### config.mk
export PLATFORM = sky130hd
export DESIGN_NAME = pipeline_hazard_ctrl
export DESIGN_NICKNAME = d
export VERILOG_FILES = /design/src/rtl/rv32i_pipe_pkg.sv /design/src/rtl/dmem_wait_fsm.sv /design/src/rtl/pipeline_hazard_ctrl.sv
export SDC_FILE = /design/constraint.sdc
export NUM_CORES = 1
export LEC_CHECK = 0
export BUFFER_PORTS_ARGS = -buffer_cell sky130_fd_sc_hd__buf_2
export CAP_MARGIN = 5
export CORE_MARGIN = 5
export CORE_UTILIZATION = 52
export DETAILED_ROUTE_END_ITERATION = 6
export PLACE_DENSITY = 0.89
export SYNTH_ARGS = -nofsm -noshare
export SYNTH_HDL_FRONTEND = slang
export SYNTH_SLANG_ARGS = --single-unit
### constraint.sdc
create_clock -name clk -period 4.25 [get_ports clk]
set_input_delay 0.425 -clock clk [delete_from_list [all_inputs] [get_ports clk]]
set_output_delay 0.425 -clock clk [all_outputs]
set_load 0.05 [all_outputs]
### src/rtl/rv32i_pipe_pkg.sv
// rv32i_pipe_pkg: shared types and constants for the RV32I pipeline control
package rv32i_pipe_pkg;
  typedef enum logic [1:0] {IDLE, WAIT, ERR} memState_t;
  localparam logic [1:0] FWD_RF = 2'b00;
  localparam logic [1:0] FWD_W  = 2'b01;
  localparam logic [1:0] FWD_M  = 2'b10;
  // M-stage result is younger than W, so it takes priority; x0 never forwards
  function automatic logic [1:0] fwdSel(input logic [4:0] rs, input logic [4:0] rdM,
                                        input logic [4:0] rdW, input logic regWriteM,
                                        input logic regWriteW);
    return (regWriteM && rdM != 5'd0 && rdM == rs) ? FWD_M :
           (regWriteW && rdW != 5'd0 && rdW == rs) ? FWD_W : FWD_RF;
  endfunction
endpackage

### src/rtl/dmem_wait_fsm.sv
// dmem_wait_fsm: data-memory wait-state handshake with access timeout
import rv32i_pipe_pkg::*;
module dmem_wait_fsm #(
  parameter int MAX_WAIT = 255
) (
  input  logic clk,
  input  logic reset,
  input  logic MemReqM,
  input  logic dmem_ready,
  output logic dmem_req,
  output logic frozen,
  output logic bus_error
);
  localparam int WCNT_W = $clog2(MAX_WAIT + 1);
  localparam logic [WCNT_W-1:0] LAST = WCNT_W'(MAX_WAIT - 1);
  memState_t state, stateNext;
  logic [WCNT_W-1:0] wcnt, wcntNext;
  logic errNext;
  assign frozen = state != IDLE;
  // state, wait counter and sticky error register
  always_ff @(posedge clk or posedge reset) begin
    if (reset) begin
      state <= IDLE;
      wcnt <= '0;
      bus_error <= 1'b0;
    end else begin
      state <= stateNext;
      wcnt <= wcntNext;
      bus_error <= errNext;
    end
  end
  // next state and request; ERR is only left through reset
  always_comb begin
    stateNext = state;
    wcntNext = wcnt;
    errNext = bus_error;
    dmem_req = 1'b0;
    case (state)
      IDLE: begin
        dmem_req = MemReqM;
        if (MemReqM && !dmem_ready) begin
          stateNext = WAIT;
          wcntNext = '0;
        end
      end
      WAIT: begin
        dmem_req = 1'b1;
        if (dmem_ready) stateNext = IDLE;
        else if (wcnt == LAST) begin
          stateNext = ERR;
          errNext = 1'b1;
        end else wcntNext = wcnt + 1'b1;
      end
      default: ;
    endcase
    if (reset) dmem_req = 1'b0;
  end
endmodule

### src/rtl/pipeline_hazard_ctrl.sv
// pipeline_hazard_ctrl: stall, flush and forwarding control for the 5-stage RV32I pipeline
import rv32i_pipe_pkg::*;
module pipeline_hazard_ctrl #(
  parameter int MAX_WAIT = 255,
  parameter int CNT_W = 16
) (
  input  logic clk,
  input  logic reset,
  input  logic [4:0] Rs1D,
  input  logic [4:0] Rs2D,
  input  logic [4:0] Rs1E,
  input  logic [4:0] Rs2E,
  input  logic [4:0] RdE,
  input  logic [4:0] RdM,
  input  logic [4:0] RdW,
  input  logic MemReadE,
  input  logic PCSrcE,
  input  logic RegWriteM,
  input  logic RegWriteW,
  input  logic MemReqM,
  input  logic dmem_ready,
  output logic dmem_req,
  output logic StallF,
  output logic StallD,
  output logic StallE,
  output logic StallM,
  output logic FlushD,
  output logic FlushE,
  output logic FlushW,
  output logic [1:0] ForwardAE,
  output logic [1:0] ForwardBE,
  output logic bus_error,
  output logic [CNT_W-1:0] stall_count
);
  logic frozen, loadUse, run;
  dmem_wait_fsm #(.MAX_WAIT(MAX_WAIT)) memFsm (
    .clk(clk),
    .reset(reset),
    .MemReqM(MemReqM),
    .dmem_ready(dmem_ready),
    .dmem_req(dmem_req),
    .frozen(frozen),
    .bus_error(bus_error)
  );
  assign ForwardAE = fwdSel(Rs1E, RdM, RdW, RegWriteM, RegWriteW);
  assign ForwardBE = fwdSel(Rs2E, RdM, RdW, RegWriteM, RegWriteW);
  assign loadUse = MemReadE && RdE != 5'd0 && (RdE == Rs1D || RdE == Rs2D);
  assign run = !reset && !frozen;
  // memory freeze beats branch, branch beats load-use; everything off in reset
  always_comb begin
    StallF = !reset && (frozen || (loadUse && !PCSrcE));
    StallD = StallF;
    StallE = !reset && frozen;
    StallM = StallE;
    FlushD = run && PCSrcE;
    FlushE = run && (PCSrcE || loadUse);
    FlushW = StallE;
  end
  // saturating count of stalled cycles
  always_ff @(posedge clk or posedge reset) begin
    if (reset) stall_count <= '0;
    else if ((StallF || StallM) && stall_count != '1) stall_count <= stall_count + 1'b1;
  end
endmodule

==> impl_metrics.py <==
metrics = {
    "outcome": {
        "status": "finished, final reports clean",
    },
    "pwr": {
        "pwr_density_cell_nw_per_um2": 337,
        "switchingPower_uw": 329,
        "p_clk_share_pct": 15.2,
        "pwr-share-seq_pct": 45.4,
        "comb_power_share_pct": 39.4,
        "switching_share_pct": 44.0,
        "total_power_uw": 748,
        "ir_drop_mv": 0.502,
        "p_leak_uw": 0.00108,
        "p_int_uw": 419,
    },
    "placement": {
        "io_buffer_count": 71,
        "dp.cells": 293,
        "dp_hpwl_mm": 3.33,
        "dp_slack_ns": 1.88,
        "gp_congestion": 0.948,
    },
    "synthesis": {
        "syn_nets": 227,
        "synth_async_sr_flop_share_pct": 100,
        "synth_edf_count": 0,
        "synth.avg_cell_area_um2": 10.0,
        "synthCells": 181,
        "ys_warn_count": 0,
        "synth_seq_cells": 27,
        "synth.distinct_cells": 38,
        "syn_area_um2": 1820,
        "ys_seq_area_share_pct": 37.2,
        "ys.flop_type": "dfrtp_1",
    },
    "clock_tree": {
        "cts_made_buffers": 3,
        "root_buffer": "clkbuf_4",
        "h-tree-depth": 1,
        "cts_tree": "yes",
        "cts-hold-fix-buffers": 0,
        "clk_pin_slew_worst_paths_ns": 0.15,
        "cts_setup_buffers": 0,
        "ctsResizeCount": 0,
        "clkSinkCount": 27,
        "cts_buffer_depth": 2,
        "clk_latency_ns": 0.33,
    },
    "floorplan": {
        "coreArea_um2": 3360,
        "die_y_um": 69.1,
        "die_x_um": 69.1,
        "pin_count": 72,
        "start_util_pct": 54.1,
        "die-area_um2": 4780,
        "num_rows": 21,
    },
    "critical_path": {
        "ff2ff_setup_slack_ns": 2.27,
        "slowest_stage": "or4_1",
        "cpLargestDelayFamily": "simple AND/OR/NAND/NOR gates",
        "path_buf_inv": 2,
        "critPathMaxFanout": 3,
        "critPathArrivalTime_ns": 1.95,
        "reg2reg_from": "stall_count[0]$_DFFE_PP0P_",
        "worstPathRequired_ns": 3.83,
        "critical_path_class": "primary input to output port",
        "worstPathCellList": "buf_2 > or4_1 > o21ai_1 > nor4_1 > nor4_1 > buf_2",
        "r2r_end": "stall_count[1]$_DFFE_PP0P_",
        "end_kind": "output port",
        "max_stage_delay_ns": 0.51,
        "setup.worst_path.start_class": "primary input",
        "reg2reg_depth": 5,
    },
    "timing": {
        "slew_headroom_pct": 34.9,
        "post-route-min-period_ns": 2.37,
        "fin_crit_sh_pct": 55.8,
        "setup_slack_ns": 1.88,
        "rsz0062_at_grt": "false",
        "setup_viol": 0,
        "drv_slew": 0,
        "max_freq_mhz": 422,
        "setup_tns_ns": 0,
        "hold_viol": 0,
        "skew_ns": 0.00550,
        "tightestPinTransition_ns": 0.976,
    },
    "global_route": {
        "grt_max_degree": 28,
        "grt_first_pass_wirelength_mm": 7.02,
        "grt_overflow": 0,
        "grt_pass1_vias": 1636,
        "track_usage_pct": 17.0,
        "antenna_found_initial": 0,
    },
    "route": {
        "postRouteAntennaNets": 0,
        "num_vias": 1605,
        "wire_per_inst_um": 13.7,
        "drc_errors": 0,
        "dr.pass1.iters": 4,
        "post_drt_via_cell_ratio": 5.40,
        "drtIter0Drc": 74,
        "drt-total-wl_mm": 4.07,
    },
    "cells_and_area": {
        "drive_gt1_share_pct": 36.7,
        "antenna_cells": 0,
        "nNetsFinal": 298,
        "mostFrequentLayoutCell": "buf_2",
        "syn2layout_area_growth_pct": 22.2,
        "final_cell_mix": "buf_2, xor2_1, dfrtp_1",
        "final_cells": 297,
    },
    "worst_hold_path": {
        "min_path_type": "primary input to async pin",
    },
    "run": {
        "drv_cap": 0,
    },
}
## worst max path at each step
stage	cells past startpoint	from	slack, ns	to
after floorplan	4	RdM[4]	0.83	ForwardAE[0]
after global placement	6	RdM[1]	1.95	ForwardBE[0]
after detailed placement	6	RdM[1]	1.88	ForwardBE[0]
after CTS	6	RdM[1]	1.88	ForwardBE[0]
after global routing	6	RdM[1]	1.86	ForwardBE[0]
final	6	RdM[1]	1.88	ForwardBE[0]
## metrics by stage
stage / hold WS [ns] / cell area [µm²] / util, %
2_1_floorplan: 0.478 / 1820 / -
3_3_place_gp: 0.447 / 2190 / 65.2
3_5_place_dp: 0.457 / 2190 / 65.2
4_1_cts: 0.383 / 2220 / 66.1
5_1_grt: 0.388 / 2220 / 66.1
6_report: 0.352 / 2220 / 66.1
## power by group through the flow
stage	clock, µW	sequential (µW)	combinational, µW
final	114	339	295
after detailed placement	0	343	299
after global routing	128	345	314
after global placement	0	341	290
after CTS	119	339	299
after floorplan	0	446	105
## final cells by class
| type | count | area, µm² |
|---|---|---|
| fill | 297 | 1140 |
| multi-input combinational | 143 | 1080 |
| sequential | 27 | 676 |
| timing repair buffer | 71 | 355 |
| tap | 46 | 57.6 |
| clock buffer | 3 | 22.5 |
| inverter | 6 | 22.5 |
| clock inverter | 1 | 7.51 |
## worst register-to-register path, stage by stage (launching register included)
cell	delay (ns)
dfrtp_1	0.48
ha_1	0.29
nand3_2	0.16
o311ai_2	0.14
o21ai_4	0.43
mux2_1	0.38
## cells in the mapped netlist, drive strengths merged, types with 3 or more instances
cell	number	area share (%)
xor2	31	15
dfrtp	27	37
xnor2	19	9.2
nor2	15	3.1
nand3	13	5.5
nand2	10	2.2
nand4	8	3.1
and3	6	2.1
inv	6	1.2
buf	5	2.1
or4	5	2.1
and4	4	2.1
nor3	4	1.1
nor4	4	1.4
o21ai	4	1.7
ha	3	2.1
## state kept, by name, summed over array words and instances, names as in the netlist
register / count
memFsm.bus_error: 1
memFsm.state: 2
memFsm.wcnt: 8
stall_count: 16
## per-layer routing
layer	vias up	part of all wire, %	wire (µm)	track usage (%)
li1	778	-	-	-
met1	770	41	1650	20.1
met2	49	53	2140	30.8
met3	8	5.6	226	4.22
met4	0	1.2	47	3.69
met5	-	0	0	0
## cell families (layout without fill, tap and decap cells)
family	after synthesis	after routing	synth area share (%)
and+or+nand+nor	73	73	24.4
DFF	27	27	37.2
xor gates and xnor gates	50	50	24.1
AOI/OAI and AO/OA	16	16	8.26
adders and majority gates	3	3	2.06
muxes	1	1	0.619
buffers and inverters	11	81	3.37
(Power assumes the default switching activity.)
